File: src/rtl/truth_table_scanner_if.sv
// truth_table_scanner_if: start/result bus between a controller and the scanner, plus the stimulus/response pins of the block under test.
interface truth_table_scanner_if;
    logic        start;
    logic [15:0] expected;
    logic        x1, x2, x3, x4;
    logic        f;
    logic        busy;
    logic        done;
    logic [15:0] table_out;
    logic        pass;
    logic [4:0]  mismatch_cnt;
    logic [3:0]  first_fail;
    logic        fail_valid;
    modport master (
        output start, expected, f,
        input  x1, x2, x3, x4, busy, done, table_out, pass, mismatch_cnt, first_fail, fail_valid
    );
    modport slave (
        input  start, expected, f,
        output x1, x2, x3, x4, busy, done, table_out, pass, mismatch_cnt, first_fail, fail_valid
    );
endinterface

File: src/rtl/truth_table_scanner.sv
// truth_table_scanner: steps a 4-input block through all 16 combinations, captures f into a truth table
// and grades it against an expected table latched at start.
module truth_table_scanner #(
    parameter int SETTLE = 2
) (
    input logic clk,
    input logic rst,
    truth_table_scanner_if.slave bus
);
    typedef enum logic [1:0] {IDLE, SCAN, DONE} state_t;
    localparam logic [3:0] SET = 4'(SETTLE);
    state_t      state, state_n;
    logic [3:0]  idx, idx_n, hold, hold_n, ff, ff_n;
    logic [15:0] exp_q, exp_n, tbl, tbl_n, tbl_s;
    logic [4:0]  cnt, cnt_n;
    logic        fv, fv_n, pass_q, pass_n, busy_q, busy_n, done_q, done_n;
    always_ff @(posedge clk) begin
        if (rst) begin
            state  <= IDLE;
            idx    <= '0;
            hold   <= '0;
            exp_q  <= '0;
            tbl    <= '0;
            cnt    <= '0;
            ff     <= '0;
            fv     <= 1'b0;
            pass_q <= 1'b0;
            busy_q <= 1'b0;
            done_q <= 1'b0;
        end else begin
            state  <= state_n;
            idx    <= idx_n;
            hold   <= hold_n;
            exp_q  <= exp_n;
            tbl    <= tbl_n;
            cnt    <= cnt_n;
            ff     <= ff_n;
            fv     <= fv_n;
            pass_q <= pass_n;
            busy_q <= busy_n;
            done_q <= done_n;
        end
    end
    always_comb begin
        state_n = state;
        idx_n   = idx;
        hold_n  = hold;
        exp_n   = exp_q;
        tbl_n   = tbl;
        cnt_n   = cnt;
        ff_n    = ff;
        fv_n    = fv;
        pass_n  = pass_q;
        busy_n  = busy_q;
        done_n  = 1'b0;
        tbl_s   = tbl;
        tbl_s[idx] = bus.f;
        case (state)
            IDLE: if (bus.start) begin
                idx_n   = '0;
                hold_n  = '0;
                exp_n   = bus.expected;
                tbl_n   = '0;
                cnt_n   = '0;
                ff_n    = '0;
                fv_n    = 1'b0;
                pass_n  = 1'b0;
                busy_n  = 1'b1;
                state_n = SCAN;
            end
            SCAN: if (hold != SET) begin
                hold_n = hold + 4'd1;
            end else begin
                tbl_n  = tbl_s;
                hold_n = '0;
                if (bus.f != exp_q[idx]) begin
                    cnt_n = cnt + 5'd1;
                    ff_n  = fv ? ff : idx;
                    fv_n  = 1'b1;
                end
                // pass uses the table including the bit sampled on this edge
                if (idx == 4'd15) begin
                    state_n = DONE;
                    busy_n  = 1'b0;
                    done_n  = 1'b1;
                    pass_n  = (tbl_s == exp_q);
                end else begin
                    idx_n = idx + 4'd1;
                end
            end
            DONE: state_n = IDLE;
            default: state_n = IDLE;
        endcase
    end
    assign {bus.x1, bus.x2, bus.x3, bus.x4} = idx;
    assign bus.busy         = busy_q;
    assign bus.done         = done_q;
    assign bus.table_out    = tbl;
    assign bus.pass         = pass_q;
    assign bus.mismatch_cnt = cnt;
    assign bus.first_fail   = ff;
    assign bus.fail_valid   = fv;
endmodule

File: src/flat_wrapper.sv
// flat-port wrapper written by rule: the top's interface ports become plain ports
module truth_table_scanner_flat 
#(
    parameter int SETTLE = 2
)
  (clk, rst, bus_start, bus_expected, bus_f, bus_x1, bus_x2, bus_x3, bus_x4, bus_busy, bus_done, bus_table_out, bus_pass, bus_mismatch_cnt, bus_first_fail, bus_fail_valid);
  truth_table_scanner_if bus_i ();
  input logic clk;
  input logic rst;
  input wire logic [$bits(bus_i.start)-1:0] bus_start;
  input wire logic [$bits(bus_i.expected)-1:0] bus_expected;
  input wire logic [$bits(bus_i.f)-1:0] bus_f;
  output wire logic [$bits(bus_i.x1)-1:0] bus_x1;
  output wire logic [$bits(bus_i.x2)-1:0] bus_x2;
  output wire logic [$bits(bus_i.x3)-1:0] bus_x3;
  output wire logic [$bits(bus_i.x4)-1:0] bus_x4;
  output wire logic [$bits(bus_i.busy)-1:0] bus_busy;
  output wire logic [$bits(bus_i.done)-1:0] bus_done;
  output wire logic [$bits(bus_i.table_out)-1:0] bus_table_out;
  output wire logic [$bits(bus_i.pass)-1:0] bus_pass;
  output wire logic [$bits(bus_i.mismatch_cnt)-1:0] bus_mismatch_cnt;
  output wire logic [$bits(bus_i.first_fail)-1:0] bus_first_fail;
  output wire logic [$bits(bus_i.fail_valid)-1:0] bus_fail_valid;
  assign bus_i.start = bus_start;
  assign bus_i.expected = bus_expected;
  assign bus_i.f = bus_f;
  assign bus_x1 = bus_i.x1;
  assign bus_x2 = bus_i.x2;
  assign bus_x3 = bus_i.x3;
  assign bus_x4 = bus_i.x4;
  assign bus_busy = bus_i.busy;
  assign bus_done = bus_i.done;
  assign bus_table_out = bus_i.table_out;
  assign bus_pass = bus_i.pass;
  assign bus_mismatch_cnt = bus_i.mismatch_cnt;
  assign bus_first_fail = bus_i.first_fail;
  assign bus_fail_valid = bus_i.fail_valid;
  truth_table_scanner #(.SETTLE(SETTLE)) u_core (.clk(clk), .rst(rst), .bus(bus_i));
endmodule
File: config.mk
export PLATFORM = sky130hd
export DESIGN_NAME = truth_table_scanner_flat
export DESIGN_NICKNAME = d
export VERILOG_FILES = /design/src/rtl/truth_table_scanner_if.sv /design/src/rtl/truth_table_scanner.sv /design/src/flat_wrapper.sv
export SDC_FILE = /design/constraint.sdc
export NUM_CORES = 1
export LEC_CHECK = 0
export ABC_AREA = 1
export BUFFER_PORTS_ARGS = -buffer_cell sky130_fd_sc_hd__clkbuf_2
export CAP_MARGIN = 20
export CORE_ASPECT_RATIO = 1.25
export CORE_UTILIZATION = 39
export DETAILED_ROUTE_END_ITERATION = 8
export SLEW_MARGIN = 20
export SYNTH_ARGS = -nofsm -noshare
export SYNTH_HDL_FRONTEND = slang
export SYNTH_SLANG_ARGS = --single-unit
export TNS_END_PERCENT = 10
File: constraint.sdc
create_clock -name clk -period 1.4 [get_ports clk]
set_input_delay 0.42 -clock clk [delete_from_list [all_inputs] [get_ports clk]]
set_output_delay 0.42 -clock clk [all_outputs]
set_load 0.02 [all_outputs]
**Word level (Yosys, flattened, before mapping)**

Cells that the tools add are included.

- Flip-flop bits (word level): 55
- Bits in latches: 0
- Memory bits (writable): 0
- Memory bits (read-only): 0
- Input port bits: 20
- Output and inout port bits: 33
- Logic and storage cells: 78
- Memories: 0

- $add $sub $neg: 3
- Multiply operators: 0
- Divide/modulo/power cells: 0
- Magnitude comparators: 2
- Equality and inequality tests: 11
- Shifts and indexed selects: 0
- Muxes and demuxes: 38
- Bitwise logic cells: 1
- Reductions and logical operators: 12

Operators by type and width:

| cell | number |
|---|---|
| 2-to-1 mux 16 bit | 2 |
| case mux 16 bit (2 select lines) | 1 |
| 2-to-1 mux 4 bit | 7 |
| case mux 4 bit (2 select lines) | 3 |
| bitwise mux 16 bit | 1 |
| == test 16 bit | 1 |
| 2-to-1 mux 5 bit | 3 |
| AND reduction 4 bit | 3 |
| 2-to-1 mux 1 bit | 11 |
| case mux 5 bit (2 select lines) | 1 |
| adder 4 x 1 -> 4 bit (second input constant) | 2 |
| inequality test 2 bit (second input constant) | 4 |
| 2-to-1 mux 2 bit | 3 |
| case mux 1 bit (2 select lines) | 3 |
| AND reduction 3 bit | 2 |
| adder 5 x 1 -> 5 bit (second input constant) | 1 |
| < comparator 4 x 5 -> 1 bit (second input constant) | 1 |
| AND reduction 5 bit | 1 |
| binary-select mux 1 bit (select 4 bit) | 1 |
| demux 1 bit (select 4 bit) | 1 |
| == test 4 bit (second input constant) | 1 |
| greater-or-equal comparator 4 x 1 -> 1 bit (second input constant) | 1 |
| inequality test 2 x 1 -> 1 bit (second input constant) | 2 |
| inequality test 4 x 2 -> 1 bit (second input constant) | 1 |
| other kinds (9) | 10 |

**Longest topological paths before layout**

Gate-level depths: netlist of the first run.

- Depth after elaboration: 9
- Depth in mapped cells: 13
- Mapped depth without buffers: 13

**Worst setup path after synthesis of the first run**

No wires, ideal clock.

- Path kind: flip-flop to flip-flop
- From: reg u_core.idx[1]
- To: reg u_core.pass_q, in the netlist u_core.bus.pass
- Setup time: 70 ps
- Data arrival time: 1640 ps
- Data required time: 1330 ps
- Setup slack: -310 ps
- Stages on the path, launching flop included: 14
- Path buffers: 0
- Clock period less this slack: 1710 ps
- Path through: dfxtp_1 > inv_2 > ha_1 > nand2_1 > nand2_1 > o21ai_2 > inv_1 > nand2_1 > nand2_1 > nor2_1 > nand2_1 > nor2_1 > nand3_1 > a21oi_1

- Word-level cells in the longest chain between the ends: 9
- Elaborated cells on any way between the ends: 13
- Classes of those cells: 2 x order compare; 3 x eq/ne; 6 x mux; 2 x reduce/logical

RTL lines:

| item | line | RTL |
|---|---|---|
| start: declaration | truth_table_scanner.sv:13 | `logic [3:0] idx, idx_n, hold, hold_n, ff, ff_n;` |
| start signal: assignment | truth_table_scanner.sv:32 | `idx <= idx_n;` |
| < comparator 4 x 5 -> 1 bit (implied by the code) / greater-or-equal comparator 4 x 1 -> 1 bit (equally long branches) | truth_table_scanner.sv:57 | `tbl_s[idx] = bus.f;` |
| logical AND 1 bit (implied by the code) | truth_table_scanner.sv:57 |  |
| 2-to-1 mux 1 bit (implied by the code) | truth_table_scanner.sv:57 |  |
| demux 1 bit (select 4 bit) | -- |  |
| bitwise mux 16 bit | truth_table_scanner.sv:57 |  |
| == test 16 bit | truth_table_scanner.sv:86 | `pass_n = (tbl_s == exp_q);` |
| 2-to-1 mux 1 bit | truth_table_scanner.sv:82 | `if (idx == 4'd15) begin` |
| 2-to-1 mux 1 bit | truth_table_scanner.sv:71 | `SCAN: if (hold != SET) begin` |
| case mux 1 bit (2 select lines) | truth_table_scanner.sv:58 | `case (state)` |
| end signal: assignment | truth_table_scanner.sv:39 | `pass_q <= pass_n;` |
| end: declaration | truth_table_scanner.sv:16 | `logic fv, fv_n, pass_q, pass_n, busy_q, busy_n, done_q, done_n;` |

Parallel ways exist; a longest one is shown, timed or not. The select of a mux whose other input is x is not followed.
A chain may end at the register's enable or synchronous reset.

**Final worst setup path of the first run**

- From: reg u_core.idx[0]
- To: reg u_core.pass_q, in the netlist u_core.bus.pass

Same word-level chain as after synthesis.

==> impl_metrics.json, run 1 <==
{
  "async_reset_ff_frac": 0,
  "wl_per_cell_um": 14.1,
  "fmax_ghz": 0.596,
  "p_leak_nw": 2.01,
  "antenna_found_initial": 0,
  "setup_viol": 37,
  "drv_slew": 0,
  "dpl.cell_count": 629,
  "cpMaxStageDelayCell": "dfxtp_4",
  "crit_fanout": 5,
  "critPathCaptureType": "register",
  "cp_slowest_stage_delay_ns": 0.42,
  "worstHoldPathType": "input port to register",
  "worstMarginPinSlew_ns": 0.343,
  "slew_headroom": 0.771,
  "nNetsFinal": 593,
  "grt_pass1_vias": 3192,
  "dp_hpwl_um": 6610,
  "violations": "negative setup slack",
  "cts_root_buf": "clkbuf_8",
  "period_share": 1.20,
  "clk_path_buf_depth": 2,
  "synth_top_area_share": 0.378,
  "grt_max_degree": 34,
  "htree_levels": 2,
  "diodes": 0,
  "dr.pass1.iters": 5,
  "port_buffers": 52,
  "final_cells": 656,
  "skew_ns": 0.00627,
  "layout_min_cycle_time_ns": 1.68,
  "path_cells": "buf_6 -> ha_4 -> nand2_4 -> nand2_1 -> o21ai_1 -> nand2_1 -> nand2_1 -> nor2_1 -> nand2_1 -> nor2_1 -> nand3_1 -> a21oi_1",
  "power.total_w": 0.00391,
  "ys_ff_latch": 55,
  "die_y_um": 98.6,
  "clk_pin_slew_ns": 0.11,
  "rows": 34,
  "cts_sinks": 55,
  "critPathBufInv": 1,
  "grt_overflow": 0,
  "ys_seq_area_frac": 0.378,
  "yosys.cell_types.count": 30,
  "drt_iter0_drc": 257,
  "outcome": "complete, but fails checks",
  "drc": 0,
  "grt_usage": 0.243,
  "cts_buffers": 5,
  "cts_hold_buf": 0,
  "ys_top_cells_by_area": "dfxtp_1 (38%), nand2_1 (15%), o21ai_0 (8.8%)",
  "antenna_left": 0,
  "irDropWorstVdd_mv": 0.537,
  "vias": 3370,
  "path_common_cell": "nand2_1",
  "synth_warnings": 0,
  "routed_via_density": 5.14,
  "synth.net_count": 466,
  "grt_pass1_wl_um": 14900,
  "timing.setup.tns_ns": -5.64,
  "synth_largest_area_cell": "dfxtp_1",
  "layout-drive-gt1-share": 0.360,
  "globalplace.congestion": 0.892,
  "critPathTopFamily": "simple AND/OR/NAND/NOR gates",
  "hold_viol": 0,
  "boundaryPins": 53,
  "rsz0062_at_grt": "true",
  "powerDensity_nw_per_um2": 903,
  "ys.flop_type": "dfxtp_1",
  "crit_path_start_kind": "register",
  "synth_top_cells_by_count": "nand2_1 (117), dfxtp_1 (55), o21ai_0 (51)",
  "wirelength_um": 9230,
  "synth_edf_count": 0,
  "cp.required_ns": 1.66,
  "initial_core_util": 0.409,
  "syn_to_final_growth_pct": 49.0,
  "path_class": "register to register",
  "dieArea_um2": 7810,
  "timing.hold.ws_ns": 0.378,
  "avgSynthCellArea_um2": 6.64,
  "syn-cell-area_um2": 2910,
  "clock_latency_ns": 0.32,
  "fin_ws_ns": -0.278,
  "cts_tree": "done",
  "die_x_um": 79.3,
  "core-area_um2": 7100,
  "worstPathArrival_ns": 1.93,
  "synthCells": 438,
  "drv_cap": 0,
  "synth_most_common_cell": "nand2_1"
}
-- per-stage QoR --
step / setup WS (ns) / util / instance area [µm²]
floorplan: -0.139 / - / 2940
global placement: -0.356 / 0.530 / 3770
detailed placement: -0.395 / 0.530 / 3770
CTS: -0.249 / 0.579 / 4110
global route: -0.425 / 0.610 / 4340
finish: -0.278 / 0.610 / 4340
-- cells in the final DEF, fill, tap and decap left out, drive strengths merged, types with 6 or more instances in the layout --
cell type and n:
nand3 22, ha 8, xor2 6, nor2 31, a21oi 39, clkbuf 53, buf 88, o21ai 64
nand2 121, inv 51, dfxtp 55, nand4 8
-- state kept, by name (all words and copies together) (netlist names), 2 cells and up --
name,flops
u_core.hold,4
u_core.state,2
u_core.idx,4
u_core.bus.table_out,16
u_core.exp_q,16
u_core.bus.mismatch_cnt,5
u_core.bus.first_fail,4
-- tightest hold or removal path, delay by kind of cell --
family | cells | cell delay, ns
buffers and inverters | 1 | 0.07
AO/OA/AOI/OAI | 2 | 0.17
-- per-layer routing --
| layer | track usage | wire, µm | vias to the layer above |
|---|---|---|---|
| met4 | 0.105 | 350 | 0 |
| li1 | - | - | 1683 |
| met1 | 0.282 | 3800 | 1552 |
| met3 | 0.0287 | 375 | 29 |
| met2 | 0.440 | 4700 | 106 |
| met5 | 0 | 0 | - |
-- area by class of cell --
class	instances	area, µm²
clock inverter	3	46.3
inverter	50	203
tap	90	113
fill	656	2770
sequential	55	1120
multi-input combinational	317	1770
timing repair buffer	136	1010
clock buffer	5	68.8
-- repair_timing --
item	in CTS	in global routing
hold endpoints to repair	0	0
gates cloned	0	1
setup buffers	6	12
setup endpoints to repair	38	41
gates resized for setup	53	31
pin swaps	10	18
-- power breakdown --
group,switching (W),total (W),internal (W)
Combinational,0.000619,0.00108,0.000465
Sequential,0.0000623,0.00172,0.00165
Clock,0.000573,0.00111,0.000540
Total,0.00125,0.00391,0.00266
-- path summary, 6_finish.rpt --
| kind | end | slack [ns] | from | cells past startpoint |
|---|---|---|---|---|
| worst min register to register | u_core.bus.first_fail[1] | 0.47 | u_core.bus.first_fail[1] | 2 |
| worst max register to register | u_core.bus.pass | -0.28 | u_core.idx[0] | 12 |
| worst min-delay path | u_core.exp_q[0] | 0.38 | bus_expected[0] | 3 |
| worst max-delay path | u_core.bus.pass | -0.28 | u_core.idx[0] | 12 |
-- cell families after synthesis --
kind of cell             count (synthesis)  share of synthesized area
AO/OA/AOI/OAI                          108                      0.191
XOR/XNOR                                 9                     0.0271
adder cells (fa/ha/maj)                  8                     0.0344
buffers and inverters                   67                     0.0877
AND/OR/NAND/NOR                        191                      0.281
flip-flops                              55                      0.378
No activity file was read; power rests on OpenSTA's default activity.
==> run 2, diff against run 1 <==
==> constraint.sdc (replaced) <==
create_clock -name clk -period 1.4 [get_ports clk]
set_input_delay 0.35 -clock clk [delete_from_list [all_inputs] [get_ports clk]]
set_output_delay 0.35 -clock clk [all_outputs]
set_load 0.02 [all_outputs]
==> impl_metrics.json, run 2 (synthesis gave the netlist of run 1 again) <==
{
  "grt_overflow": 0,
  "r2r_setup_slack_ns": -0.27,
  "cp_slowest_stage_delay_ns": 0.42,
  "path_common_cell": "nand2_1",
  "min-delay-start": "bus_expected[2]",
  "path_class": "register to register",
  "grt_pass1_vias": 3142,
  "powerDensity_nw_per_um2": 868,
  "wl_per_cell_um": 14.0,
  "port_buffers": 52,
  "initial_core_util": 0.409,
  "final_common_cell": "nand2_1",
  "postLayoutCoreUtil": 0.606,
  "clk_path_buf_depth": 2,
  "cp.required_ns": 1.65,
  "critPathTopFamily": "simple AND/OR/NAND/NOR gates",
  "die_y_um": 98.6,
  "p_leak_nw": 2.00,
  "met1Wirelength_um": 3740,
  "rsz0062_at_grt": "true",
  "worstMarginPinSlew_ns": 0.353,
  "p_int_w": 0.00251,
  "place_ws_ns": -0.444,
  "r2r_cells": 12,
  "r2r-end": "u_core.bus.mismatch_cnt[0]",
  "drc": 0,
  "outcome": "complete, but fails checks",
  "dp_hpwl_um": 6780,
  "antenna_left": 0,
  "period_share": 1.19,
  "cpMaxStageDelayCell": "dfxtp_4",
  "grt_max_degree": 34,
  "skew_ns": 0.0124,
  "worstHoldEndpoint": "u_core.exp_q[2]",
  "crit_path_start_kind": "register",
  "path_cells": "buf_6 -> nand2_1 -> nand3_1 -> nand2_1 -> nand2_1 -> nand2_2 -> nor2_2 -> nand2_2 -> nand3_4 -> buf_4 -> nand3_1 -> a21oi_1",
  "clk_pin_slew_ns": 0.11,
  "drv_slew": 0,
  "irDropWorstVdd_mv": 0.537,
  "seqPwrFrac": 0.460,
  "diodes": 0,
  "fmax_ghz": 0.599,
  "cts_root_buf": "clkbuf_8",
  "cts_hold_buf": 0,
  "setup_viol": 33,
  "timing.setup.tns_ns": -5.27,
  "min_path_cells": 3,
  "cts_buffers": 5,
  "nNetsFinal": 594,
  "boundaryPins": 53,
  "dr_wl_met3_um": 344,
  "swShare": 0.328,
  "dr.pass1.iters": 4,
  "dieArea_um2": 7810,
  "drt_iter0_drc": 165,
  "critPathCaptureType": "register",
  "fin_ws_ns": -0.269,
  "worstPathArrival_ns": 1.92,
  "violations": "negative setup slack",
  "antenna_found_initial": 0,
  "grt_pass1_wl_um": 14600,
  "htree_levels": 2,
  "grt_usage": 0.238,
  "syn_to_final_growth_pct": 48.0,
  "slew_headroom": 0.765,
  "regToRegStartpoint": "u_core.idx[0]",
  "crit_fanout": 7,
  "cts_tree": "done",
  "wirelength_um": 9190,
  "cts_sinks": 55,
  "clock_latency_ns": 0.32,
  "globalplace.congestion": 0.930,
  "highest_layer": "met4",
  "routed_via_density": 5.04,
  "rows": 34,
  "worstHoldPathType": "input port to register",
  "vias": 3314,
  "die_x_um": 79.3,
  "route.met2.wl_um": 4640,
  "critPathBufInv": 2,
  "layout_min_cycle_time_ns": 1.67,
  "layout-drive-gt1-share": 0.381,
  "core-area_um2": 7100,
  "clockPowerShare": 0.256,
  "combPwrFrac": 0.284,
  "drv_cap": 0,
  "hold_viol": 0,
  "switchingPower_w": 0.00123,
  "layout_common_cells": "nand2_1 (101), buf_4 (81), clkbuf_2 (49), dfxtp_1 (49)"
}
-- run 2: per-layer routing --
metal | GRT usage | vias up
met5 | 0 | -
met3 | 0.0389 | 33
met4 | 0.126 | 0
li1 | - | 1686
met1 | 0.277 | 1513
met2 | 0.413 | 82
-- run 2: final cells by class --
type                            count  area [µm²]
Clock buffer                        7        86.3
Clock inverter                      1        8.76
Fill cell                         688        2800
Inverter                           50         205
Multi-Input combinational cell    316        1820
Sequential cell                    55        1120
Tap cell                           90         113
Timing Repair Buffer              138         955
-- run 2: power groups by stage --
stage	Combinational (W)	Sequential, W	Clock (W)
3_3_place_gp	0.000920	0.00175	0
5_1_grt	0.00117	0.00173	0.00103
3_5_place_dp	0.000931	0.00175	0
6_report	0.00106	0.00172	0.000956
2_1_floorplan	0.000468	0.00180	0
4_1_cts	0.000962	0.00172	0.000972
-- run 2: worst max-delay path by stage --
| stage | startpoint | to | slack (ns) | cells after the start |
|---|---|---|---|---|
| floorplan | u_core.hold[0] | u_core.idx[3] | -0.14 | 10 |
| global placement | u_core.idx[0] | u_core.bus.pass | -0.38 | 8 |
| detailed placement | u_core.idx[0] | u_core.bus.pass | -0.44 | 8 |
| CTS | u_core.hold[0] | u_core.idx[3] | -0.29 | 10 |
| global route | u_core.hold[0] | u_core.idx[3] | -0.41 | 10 |
| finish | u_core.idx[0] | u_core.bus.mismatch_cnt[0] | -0.27 | 12 |
-- run 2: timing repair --
| item | in CTS | in global routing |
|---|---|---|
| setup buffers | 0 | 10 |
| resized for setup | 19 | 72 |
| setup endpoints to repair | 34 | 37 |
| pin swaps | 2 | 27 |
-- run 2: worst register-to-register path, delay by kind of cell (launching register included) --
| kind | cells | cell delay, ns |
|---|---|---|
| buffers and inverters | 2 | 0.24 |
| AO/OA/AOI/OAI | 1 | 0.12 |
| flip-flops | 1 | 0.42 |
| AND/OR/NAND/NOR | 9 | 0.82 |
-- run 2: through the flow --
step | std cells | power [W] | hold WS [ns] | area, µm²
after floorplan | 438 | 0.00226 | 0.429 | 2940
after global placement | 639 | 0.00267 | 0.450 | 3830
after detailed placement | 639 | 0.00268 | 0.454 | 3830
after CTS | 647 | 0.00365 | 0.314 | 3980
after global routing | 657 | 0.00393 | 0.325 | 4310
final | 657 | 0.00374 | 0.306 | 4310
==> run 3, diff against run 2 <==
--- a/config.mk
+++ b/config.mk
@@ -8,7 +8,6 @@
 export ABC_AREA = 1
 export BUFFER_PORTS_ARGS = -buffer_cell sky130_fd_sc_hd__clkbuf_2
 export CAP_MARGIN = 20
-export CORE_ASPECT_RATIO = 1.25
 export CORE_UTILIZATION = 39
 export DETAILED_ROUTE_END_ITERATION = 8
 export SLEW_MARGIN = 20
==> constraint.sdc (replaced) <==
create_clock -name clk -period 2.2 [get_ports clk]
set_input_delay 0.55 -clock clk [delete_from_list [all_inputs] [get_ports clk]]
set_output_delay 0.55 -clock clk [all_outputs]
set_load 0.02 [all_outputs]
==> impl_metrics.json, run 3 (synthesis gave the netlist of run 1 again) <==
{
  "switchingPower_w": 0.000682,
  "grt_max_degree": 41,
  "drt_iter0_drc": 130,
  "die_x_um": 88.4,
  "boundaryPins": 53,
  "p_int_w": 0.00154,
  "antenna_left": 0,
  "clockPowerShare": 0.294,
  "vias": 2866,
  "min_path_cells": 2,
  "regToRegStartpoint": "u_core.idx[1]",
  "globalplace.congestion": 0.908,
  "cts_hold_buf": 0,
  "fillers": 781,
  "hold_viol": 0,
  "syn_to_final_growth_pct": 16.8,
  "layout_min_cycle_time_ns": 2.03,
  "drv_slew": 0,
  "port_buffers": 52,
  "grt_pass1_vias": 2437,
  "wirelength_um": 7730,
  "die_y_um": 88.4,
  "routed_via_density": 4.87,
  "htree_levels": 2,
  "p_leak_nw": 1.56,
  "rsz0062_at_grt": "false",
  "skew_ns": 0.00715,
  "clk_pin_slew_ns": 0.10,
  "worstMarginPinSlew_ns": 0.440,
  "cts_tree": "done",
  "worstHoldPathType": "register to register",
  "fmax_ghz": 0.492,
  "rows": 31,
  "irDropWorstVdd_mv": 0.255,
  "layout-drive-gt1-share": 0.172,
  "dp_hpwl_um": 5910,
  "clock_latency_ns": 0.31,
  "critPathCaptureType": "register",
  "diodes": 0,
  "antenna_found_initial": 0,
  "cts_setup_buffers": 0,
  "outcome": "finished clean",
  "cts_root_buf": "clkbuf_8",
  "r2r_setup_slack_ns": 0.17,
  "grt_overflow": 0,
  "initial_core_util": 0.403,
  "wl_per_cell_um": 13.1,
  "combPwrFrac": 0.212,
  "worstHoldEndpoint": "u_core.bus.first_fail[0]",
  "crit_path_start_kind": "register",
  "swShare": 0.307,
  "drc": 0,
  "period_share": 0.924,
  "worstPathArrival_ns": 2.28,
  "power.total_w": 0.00223,
  "final_common_cell": "nand2_1",
  "core-area_um2": 7210,
  "clk_path_buf_depth": 2,
  "r2r_cells": 8,
  "layout_common_cells": "nand2_1 (117), dfxtp_1 (54), clkbuf_2 (52), o21ai_0 (51), inv_1 (44)",
  "slew_headroom": 0.704,
  "grt_pass1_wl_um": 12400,
  "cts_buffers": 5,
  "cts_resized": 0,
  "cp.required_ns": 2.45,
  "dieArea_um2": 7810,
  "drv_cap": 0,
  "seqPwrFrac": 0.494,
  "grt_usage": 0.207,
  "nNetsFinal": 517,
  "dpl_cell_area_um2": 3290,
  "crit_fanout": 9,
  "powerDensity_nw_per_um2": 655,
  "timing.setup.tns_ns": 0,
  "path_class": "register to register",
  "timing.hold.ws_ns": 0.466,
  "dr.pass1.iters": 5,
  "cts_sinks": 55,
  "setup_viol": 0,
  "min-delay-start": "u_core.bus.first_fail[0]",
  "r2r-end": "u_core.bus.pass",
  "fin_area_um2": 3400
}
[run 3: cell types whose count changed in the layout (fill, tap and decap cells not counted), moves of 6 or more]
cell | previous run | this run
o21ai_2 | 9 | 1
ha_1 | 2 | 8
nand2_1 | 101 | 117
o21ai_0 | 42 | 51
nand2_2 | 14 | 3
nor2_1 | 22 | 28
buf_4 | 81 | 9
[run 3: power groups by stage]
stage          clock, W  combinational (W)  sequential (W)
5_1_grt        0.000726           0.000538         0.00111
2_1_floorplan         0           0.000294         0.00114
4_1_cts        0.000682           0.000474         0.00110
3_3_place_gp          0           0.000473         0.00112
3_5_place_dp          0           0.000472         0.00112
6_report       0.000655           0.000472         0.00110
[run 3: worst max-delay path: stages (launching register included)]
cell,delay [ns]
dfxtp_2,0.38
inv_2,0.18
ha_1,0.30
nand2_1,0.10
o21ai_0,0.38
xor2_1,0.12
nor3_1,0.27
nand3_1,0.12
a21oi_1,0.13
[run 3: metal layers]
layer / wire length (µm) / vias up / share of wire / GRT usage
met5: 0 / - / 0 / 0
met1: 3970 / 1253 / 0.51 / 0.305
met4: 73 / 0 / 0.0094 / 0.0484
met2: 3310 / 75 / 0.43 / 0.312
li1: - / 1531 / - / -
met3: 382 / 7 / 0.049 / 0.0373
[run 3: layout make-up]
type / count / area (µm²) / area share
timing repair buffer: 61 / 328 / 0.0965
clock buffer: 6 / 72.6 / 0.0214
tap: 99 / 124 / 0.0365
inverter: 50 / 188 / 0.0552
multi-input combinational: 316 / 1550 / 0.457
sequential: 55 / 1100 / 0.324
clock inverter: 1 / 30.0 / 0.00884
[run 3: how the worst max path moves through the flow]
stage	from	endpoint	slack, ns	cells past startpoint
5_1_grt	u_core.idx[1]	u_core.bus.pass	0.02	10
2_1_floorplan	u_core.idx[1]	u_core.bus.pass	0.49	13
3_3_place_gp	u_core.idx[1]	u_core.bus.pass	0.15	8
6_report	u_core.idx[1]	u_core.bus.pass	0.17	8
4_1_cts	u_core.idx[1]	u_core.bus.pass	0.08	8
3_5_place_dp	u_core.idx[1]	u_core.bus.pass	0.09	8
[run 3: metrics by stage]
step / util / std cells / setup slack, ns
floorplan: - / 438 / 0.490
global placement: 0.456 / 581 / 0.148
detailed placement: 0.456 / 581 / 0.0897
CTS: 0.471 / 588 / 0.0795
global route: 0.471 / 588 / 0.0243
finish: 0.471 / 588 / 0.166
